$ cat src/rtl/oled_spi_driver.sv
// SSD1306-class OLED driver: hardware reset, power-up wait, 31-byte init stream,
// then continuous 1024-byte frames fetched from the image controller over 4-wire SPI.
module oled_spi_driver #(
  parameter int CLK_DIV        = 4,
  parameter int RESET_CYCLES   = 1000,
  parameter int STARTUP_CYCLES = 1000,
  parameter int FRAME_GAP      = 16
) (
  input  logic       clk,
  input  logic       rst_n,
  input  logic [7:0] data_to_send,
  output logic [9:0] byte_counter,
  output logic       oled_sclk,
  output logic       oled_sdin,
  output logic       oled_cs,
  output logic       oled_dc,
  output logic       oled_res,
  output logic       frame_done
);

  localparam int M1    = (RESET_CYCLES > STARTUP_CYCLES) ? RESET_CYCLES : STARTUP_CYCLES;
  localparam int M2    = (M1 > FRAME_GAP) ? M1 : FRAME_GAP;
  localparam int M3    = (M2 > 2) ? M2 : 2;
  localparam int CNT_W = $clog2(M3 + 1);
  localparam int DIV_W = (CLK_DIV > 1) ? $clog2(CLK_DIV) : 1;
  // The INIT_LOAD cycle is part of the startup wait, so the counter stops one short.
  localparam int PW_LAST = (STARTUP_CYCLES > 1) ? STARTUP_CYCLES - 2 : 0;

  typedef enum logic [2:0] {
    HW_RESET, POWER_WAIT, INIT_LOAD, DATA_ADDR, SHIFT, NEXT, GAP
  } state_t;

  state_t           state, state_d;
  logic [CNT_W-1:0] cnt, cnt_d;
  logic [DIV_W-1:0] div, div_d;
  logic [4:0]       half, half_d;
  logic [4:0]       idx, idx_d;
  logic [7:0]       shreg, shreg_d;
  logic             dc, dc_d;
  logic [9:0]       bc_d;
  logic             done_d;
  logic             in_shift, cs_c, sclk_c, sdin_c;

  function automatic logic [7:0] init_rom(input logic [4:0] i);
    case (i)
      5'd0:  init_rom = 8'hAE;  5'd1:  init_rom = 8'hD5;  5'd2:  init_rom = 8'h80;
      5'd3:  init_rom = 8'hA8;  5'd4:  init_rom = 8'h3F;  5'd5:  init_rom = 8'hD3;
      5'd6:  init_rom = 8'h00;  5'd7:  init_rom = 8'h40;  5'd8:  init_rom = 8'h8D;
      5'd9:  init_rom = 8'h14;  5'd10: init_rom = 8'h20;  5'd11: init_rom = 8'h00;
      5'd12: init_rom = 8'hA1;  5'd13: init_rom = 8'hC8;  5'd14: init_rom = 8'hDA;
      5'd15: init_rom = 8'h12;  5'd16: init_rom = 8'h81;  5'd17: init_rom = 8'hCF;
      5'd18: init_rom = 8'hD9;  5'd19: init_rom = 8'hF1;  5'd20: init_rom = 8'hDB;
      5'd21: init_rom = 8'h40;  5'd22: init_rom = 8'hA4;  5'd23: init_rom = 8'hA6;
      5'd24: init_rom = 8'hAF;  5'd25: init_rom = 8'h21;  5'd26: init_rom = 8'h00;
      5'd27: init_rom = 8'h7F;  5'd28: init_rom = 8'h22;  5'd29: init_rom = 8'h00;
      5'd30: init_rom = 8'h07;
      default: init_rom = 8'h00;
    endcase
  endfunction

  always_ff @(posedge clk) begin
    if (!rst_n) begin
      state        <= HW_RESET;
      cnt          <= '0;
      div          <= '0;
      half         <= '0;
      idx          <= '0;
      shreg        <= '0;
      dc           <= 1'b0;
      byte_counter <= '0;
      oled_sclk    <= 1'b0;
      oled_sdin    <= 1'b0;
      oled_cs      <= 1'b1;
      oled_dc      <= 1'b0;
      oled_res     <= 1'b0;
      frame_done   <= 1'b0;
    end else begin
      state        <= state_d;
      cnt          <= cnt_d;
      div          <= div_d;
      half         <= half_d;
      idx          <= idx_d;
      shreg        <= shreg_d;
      dc           <= dc_d;
      byte_counter <= bc_d;
      oled_sclk    <= sclk_c;
      oled_sdin    <= sdin_c;
      oled_cs      <= cs_c;
      oled_dc      <= dc;
      oled_res     <= (state != HW_RESET);
      frame_done   <= done_d;
    end
  end

  always_comb begin
    state_d = state;
    cnt_d   = cnt;
    div_d   = div;
    half_d  = half;
    idx_d   = idx;
    shreg_d = shreg;
    dc_d    = dc;
    bc_d    = byte_counter;
    done_d  = 1'b0;
    case (state)
      HW_RESET: begin
        if (cnt == CNT_W'(RESET_CYCLES - 1)) begin
          cnt_d   = '0;
          state_d = POWER_WAIT;
        end else begin
          cnt_d = cnt + 1'b1;
        end
      end
      POWER_WAIT: begin
        if (cnt == CNT_W'(PW_LAST)) begin
          cnt_d   = '0;
          idx_d   = '0;
          state_d = INIT_LOAD;
        end else begin
          cnt_d = cnt + 1'b1;
        end
      end
      INIT_LOAD: begin
        shreg_d = init_rom(idx);
        dc_d    = 1'b0;
        div_d   = '0;
        half_d  = '0;
        state_d = SHIFT;
      end
      DATA_ADDR: begin
        // Second cycle: the image controller has registered the new address.
        if (cnt == CNT_W'(1)) begin
          cnt_d   = '0;
          shreg_d = data_to_send;
          dc_d    = 1'b1;
          div_d   = '0;
          half_d  = '0;
          state_d = SHIFT;
        end else begin
          cnt_d = cnt + 1'b1;
        end
      end
      SHIFT: begin
        // Half 0: CS setup; halves 1..16: bit clocking; half 17: CS high.
        if (div == DIV_W'(CLK_DIV - 1)) begin
          div_d = '0;
          if (half == 5'd17) begin
            half_d  = '0;
            state_d = NEXT;
          end else begin
            half_d = half + 5'd1;
            if (half[0]) shreg_d = {shreg[6:0], 1'b0};
          end
        end else begin
          div_d = div + 1'b1;
        end
      end
      NEXT: begin
        if (!dc) begin
          if (idx == 5'd30) begin
            bc_d    = '0;
            state_d = DATA_ADDR;
          end else begin
            idx_d   = idx + 5'd1;
            state_d = INIT_LOAD;
          end
        end else if (byte_counter == 10'd1023) begin
          done_d  = 1'b1;
          bc_d    = '0;
          state_d = GAP;
        end else begin
          bc_d    = byte_counter + 10'd1;
          state_d = DATA_ADDR;
        end
      end
      GAP: begin
        if (cnt == CNT_W'(FRAME_GAP - 1)) begin
          cnt_d   = '0;
          state_d = DATA_ADDR;
        end else begin
          cnt_d = cnt + 1'b1;
        end
      end
      default: state_d = HW_RESET;
    endcase
  end

  // Pin values decoded from the current state, then registered so the pins never glitch.
  always_comb begin
    in_shift = (state == SHIFT);
    cs_c     = !(in_shift && (half != 5'd17));
    sclk_c   = in_shift && half[0] && (half < 5'd16);
    sdin_c   = in_shift && (half < 5'd16) && shreg[7];
  end

endmodule

$ cat config.mk
export PLATFORM = sky130hd
export DESIGN_NAME = oled_spi_driver
export DESIGN_NICKNAME = d
export VERILOG_FILES = /design/src/rtl/oled_spi_driver.sv
export SDC_FILE = /design/constraint.sdc
export NUM_CORES = 1
export LEC_CHECK = 0
export CAP_MARGIN = 20
export CORE_ASPECT_RATIO = 1.2
export CORE_MARGIN = 1
export CORE_UTILIZATION = 29
export CTS_BUF_LIST = sky130_fd_sc_hd__clkbuf_8
export DETAILED_ROUTE_END_ITERATION = 8
export PLACE_DENSITY = 0.51
export SLEW_MARGIN = 20
export SYNTH_ARGS = -nofsm -noshare
export SYNTH_HDL_FRONTEND = slang
export SYNTH_SLANG_ARGS = --single-unit
$ cat constraint.sdc
create_clock -name clk -period 4.2 [get_ports clk]
set_clock_uncertainty 0.1 [all_clocks]
set_input_delay 0.84 -clock clk [delete_from_list [all_inputs] [get_ports clk]]
set_output_delay 0.84 -clock clk [all_outputs]
set_load 0.05 [all_outputs]
======== After elaboration in Yosys (flattened, before gate mapping) ========
Memories as Yosys holds them, arrays and structs flattened. A register that Yosys moved wholly into a read port is not among the register bits.
Index checks and enable logic that the tools add are counted.
Widths: inputs -> output; s select.
storage, ports and cells
  register bits after elaboration ......... 50
  ROM bits ................................ 256
  input bits .............................. 10
  memories ................................ 1
cells by class
  add/sub/neg operators ................... 5
  magnitude comparators ................... 1
  eq/ne operators ......................... 25
  multiplexer cells ....................... 39
  reduce and logical (&&, ||, !) cells .... 21
memories
  name              depth  bits a word  rd ports  clocked after memory_dff  wr ports  RTL line  source
  (name not given)  32     8            1         1                         0         45        case (i)
operator list
  cell                   count
  $mux 10                7
  $mux 5                 8
  $pmux 10 s4            1
  $mux 8                 4
  $eq 10x10->1 const B   3
  $mux 3                 8
  $pmux 8 s3             1
  $pmux 3 s7             1
  $add 10x1->10 const B  2
  $ne 2x2->1 const B     8
  $pmux 5 s3             1
  $add 5x1->5 const B    2
  $eq 10x1->1 const B    1
  $eq 10x4->1 const B    1
  $eq 5x5->1 const B     2
  $pmux 5 s2             1
  $eq 3x3->1 const B     3
  $eq 3x2->1 const B     2
  $pmux 2 s3             1
  $reduce_and 2->1       3
  $reduce_and 3->1       2
  $reduce_and 6->1       1
  $reduce_bool 2->1      3
  $reduce_bool 3->1      2
  other kinds (15)       23

======== Depth between registers and ports, before layout ========
  word-level depth ........................ 6
  depth in mapped cells ................... 12
  depth with buffers taken out ............ 11

======== Worst setup path before layout ========
No wires, ideal clock.
  path kind ............................... reg2reg
  start ................................... register idx[0]
  end ..................................... register (tool-made name)
  setup time .............................. 0.116 ns
  arrival ................................. 2.443 ns
  setup slack ............................. 1.542 ns
  cell stages (with the launch flop) ...... 13
  path through ............................ dfxtp_1 > inv_1 > ha_1 > a41o_1 > buf_6 > nor3_1 > o21a_1 > inv_1 > ha_1 > buf_1 > o211ai_1 > o311ai_0 > and3_1
RTL lines
  element                   RTL line  source
  start: declaration        37        logic [4:0] idx, idx_d;
  start signal: assignment  82        idx <= idx_d;

==> results.sh <==
export IMPL_p_per_area_nw_per_um2=256
export IMPL_syn_to_final_growth_pct=15.1
export IMPL_finalCritPeriodShare_pct=69.9
export IMPL_yosysWarnings=0
export IMPL_path_clk_slew_ns=0.07
export IMPL_worst_slew_pin_slew_ns=0.782
export IMPL_synth_top_family_by_area="simple AND/OR/NAND/NOR gates"
export IMPL_crit_path_end_kind="flop"
export IMPL_setup_tns_ns=0
export IMPL_status="complete, no violations"
export IMPL_vias_per_cell=5.19
export IMPL_cts_tree="done"
export IMPL_die_h_um=122
export IMPL_yosys_register_bits=58
export IMPL_clk_path_buf_depth=2
export IMPL_critPathKind="reg -> reg"
export IMPL_io_buffer_count=25
export IMPL_clock_latency_ns=0.34
export IMPL_dieArea_um2=12400
export IMPL_wire_per_inst_um=14.3
export IMPL_drv_cap=0
export IMPL_grt_first_pass_wirelength_mm=14.5
export IMPL_syn_inst=429
export IMPL_grt_max_degree=25
export IMPL_io_pins=26
export IMPL_timing_hold_violations_final=0
export IMPL_yosys_area_share_adder_pct=6.12
export IMPL_root_buffer="clkbuf_8"
export IMPL_n_antenna_cell=0
export IMPL_synth_area_um2=3480
export IMPL_firstDrtPassIters=4
export IMPL_drv_slew=0
export IMPL_synthFlopType="dfxtp_1"
export IMPL_synth_xor_area_share_pct=3.02
export IMPL_drt_iter0_markers=172
export IMPL_num_vias=3148
export IMPL_slew_headroom_pct=47.8
export IMPL_post_cts_buffers=0
export IMPL_synth_async_reset_ratio_pct=0
export IMPL_crit_path_max_fanout=8
export IMPL_hold_class="reg -> reg"
export IMPL_drc_errors=0
export IMPL_fin_util_pct=34.4
export IMPL_grt_overflow=0
export IMPL_finalPower_mw=1.03
export IMPL_fin_nets=475
export IMPL_final_common_cell="dfxtp_1"
export IMPL_crit_path_start="idx[0]"
export IMPL_ant_nets=0
export IMPL_nFillCells=1257
export IMPL_rr_worst_depth=10
export IMPL_dp_cells=594
export IMPL_multiInputGateArea_um2=2110
export IMPL_synth_edff_count=0
export IMPL_synth_distinct_cells=61
export IMPL_final_cells=607
export IMPL_ir_drop_v=0.000107
export IMPL_synthMuxAreaShare_pct=3.20
export IMPL_routabilityCongestion=0.808
export IMPL_cts_sinks=58
export IMPL_initial_core_util_pct=29.9
export IMPL_p_leak_nw=1.42
export IMPL_cts_buffers=9
export IMPL_grt_pass1_vias=2956
export IMPL_mostFrequentLayoutCells="dfxtp_1, nor2_1, nand2_1"
export IMPL_holdBufCountCts=0
export IMPL_synth_nets=456
export IMPL_synth_compound_area_share_pct=23.0
export IMPL_min_period_ns=2.94
export IMPL_clock_fmax_mhz=341
export IMPL_drive_gt1_share_pct=6.22
export IMPL_regArea_um2=1160
export IMPL_grt_usage_pct=14.9
export IMPL_cts_max_level=3
export IMPL_setup_violations=0
export IMPL_arrival_ns=3.07
export IMPL_hpwl_mm=6.12
export IMPL_seq_area_frac_synth_pct=33.4
export IMPL_timing_rr_start="idx[0]"
export IMPL_cts_resized=0
export IMPL_required_ns=4.33
export IMPL_antenna_found_initial=0
export IMPL_rows=43
export IMPL_crit_path_start_kind="flop"
export IMPL_synth_simple_area_share_pct=25.3
export IMPL_routed_wl_mm=8.65
export IMPL_core_area_um2=11600
export IMPL_avgSynthCellArea_um2=8.11
export IMPL_rsz0062_at_grt="no"
export IMPL_regToRegSetupSlack_ns=1.26
export IMPL_die_width_um=102
[through the flow]
step | worst slack (ns) | hold slack [ns] | area, um2
after CTS | 1.25 | 0.374 | 4000
after detailed placement | 1.16 | 0.363 | 3840
final | 1.26 | 0.383 | 4000
after floorplan | 1.54 | 0.329 | 3480
after global routing | 1.07 | 0.420 | 4000
after global placement | 1.21 | 0.356 | 3840
[kinds of logic (layout without fill, tap and decap cells)]
group / after synthesis / in the layout
multiplexers: 11 / 11
adder cells (fa/ha/maj): 17 / 17
AND/OR/NAND/NOR: 173 / 173
buffers and inverters: 43 / 64
AO/OA/AOI/OAI: 115 / 115
XOR/XNOR: 12 / 12
flip-flops: 58 / 58
[cell usage after synthesis (2+ instances only)]
master     number  area (um2)
a211o_1         2        17.5
a211oi_1        4        30.0
a21o_1          2        15.0
a21oi_1        20         100
a22oi_1        17         128
a2bb2oi_1       2        17.5
a31o_2          2        17.5
a31oi_1         5        31.3
and2_1          5        31.3
and3_1          9        56.3
buf_1           3        11.3
buf_2           6        30.0
buf_6           2        22.5
clkbuf_1       11        41.3
dfxtp_1        58        1160
ha_1           17         213
inv_1          16        60.1
mux2i_1        10         100
nand2_1        42         158
nand2b_1        3        18.8
nand3_1        21         105
nand3b_1        3        22.5
nand4_1        11        68.8
nand4bb_1       4        45.0
nor2_1         44         165
nor2b_1         6        37.5
nor3_1          9        45.0
nor3b_1         3        22.5
nor4_1          5        31.3
o211ai_1        5        37.5
o21a_1          5        37.5
o21ai_0        19        95.1
o21ai_1         2        10.0
o22a_1          8        70.1
o311ai_0        2        17.5
o31a_1          4        35.0
o31ai_1         6        45.0
or2_2           2        12.5
or4_1           2        15.0
xnor2_1         5        43.8
xor2_1          7        61.3
[per-layer routing]
| layer | vias up | wire [um] | share of wire (%) | GRT usage [%] |
|---|---|---|---|---|
| li1 | 1601 | - | - | - |
| met1 | 1484 | 4150 | 48 | 19.3 |
| met2 | 56 | 4040 | 47 | 23.8 |
| met3 | 7 | 335 | 3.9 | 2.93 |
| met4 | 0 | 129 | 1.5 | 6.34 |
| met5 | - | 0 | 0 | 0 |
[how the worst min path moves through the flow]
stage | from | endpoint | slack (ns) | depth (start not counted)
6_report | shreg[0] | shreg[0] | 0.38 | 2
5_1_grt | half[3] | half[3] | 0.42 | 1
4_1_cts | shreg[0] | shreg[0] | 0.37 | 2
3_5_place_dp | shreg[0] | shreg[0] | 0.36 | 2
3_3_place_gp | shreg[0] | shreg[0] | 0.36 | 2
2_1_floorplan | shreg[7] | oled_sdin | 0.33 | 1
[report_power, final]
part	internal, mW	switching [mW]	leakage [nW]	total (mW)
registers	0.553	0.00423	0.468	0.557
logic	0.0141	0.0163	0.863	0.0303
clock network	0.232	0.207	0.0897	0.439
[layout make-up]
type	count	area share, %
multi-input combinational	328	52.6
sequential	58	29.0
timing repair buffer	32	7.56
tap	157	4.91
clock buffer	11	3.78
inverter	19	1.91
clock inverter	2	0.188
[critical path: stages, from the launching register on]
cell and delay (ns):
dfxtp_1 0.37, inv_1 0.07, ha_1 0.21, a41oi_1 0.37, mux2_2 0.38, nand3_1 0.15
nand2_1 0.20, ha_1 0.45, nor3_1 0.23, o21ai_0 0.10, and3_1 0.19
(Power assumes the default switching activity.)
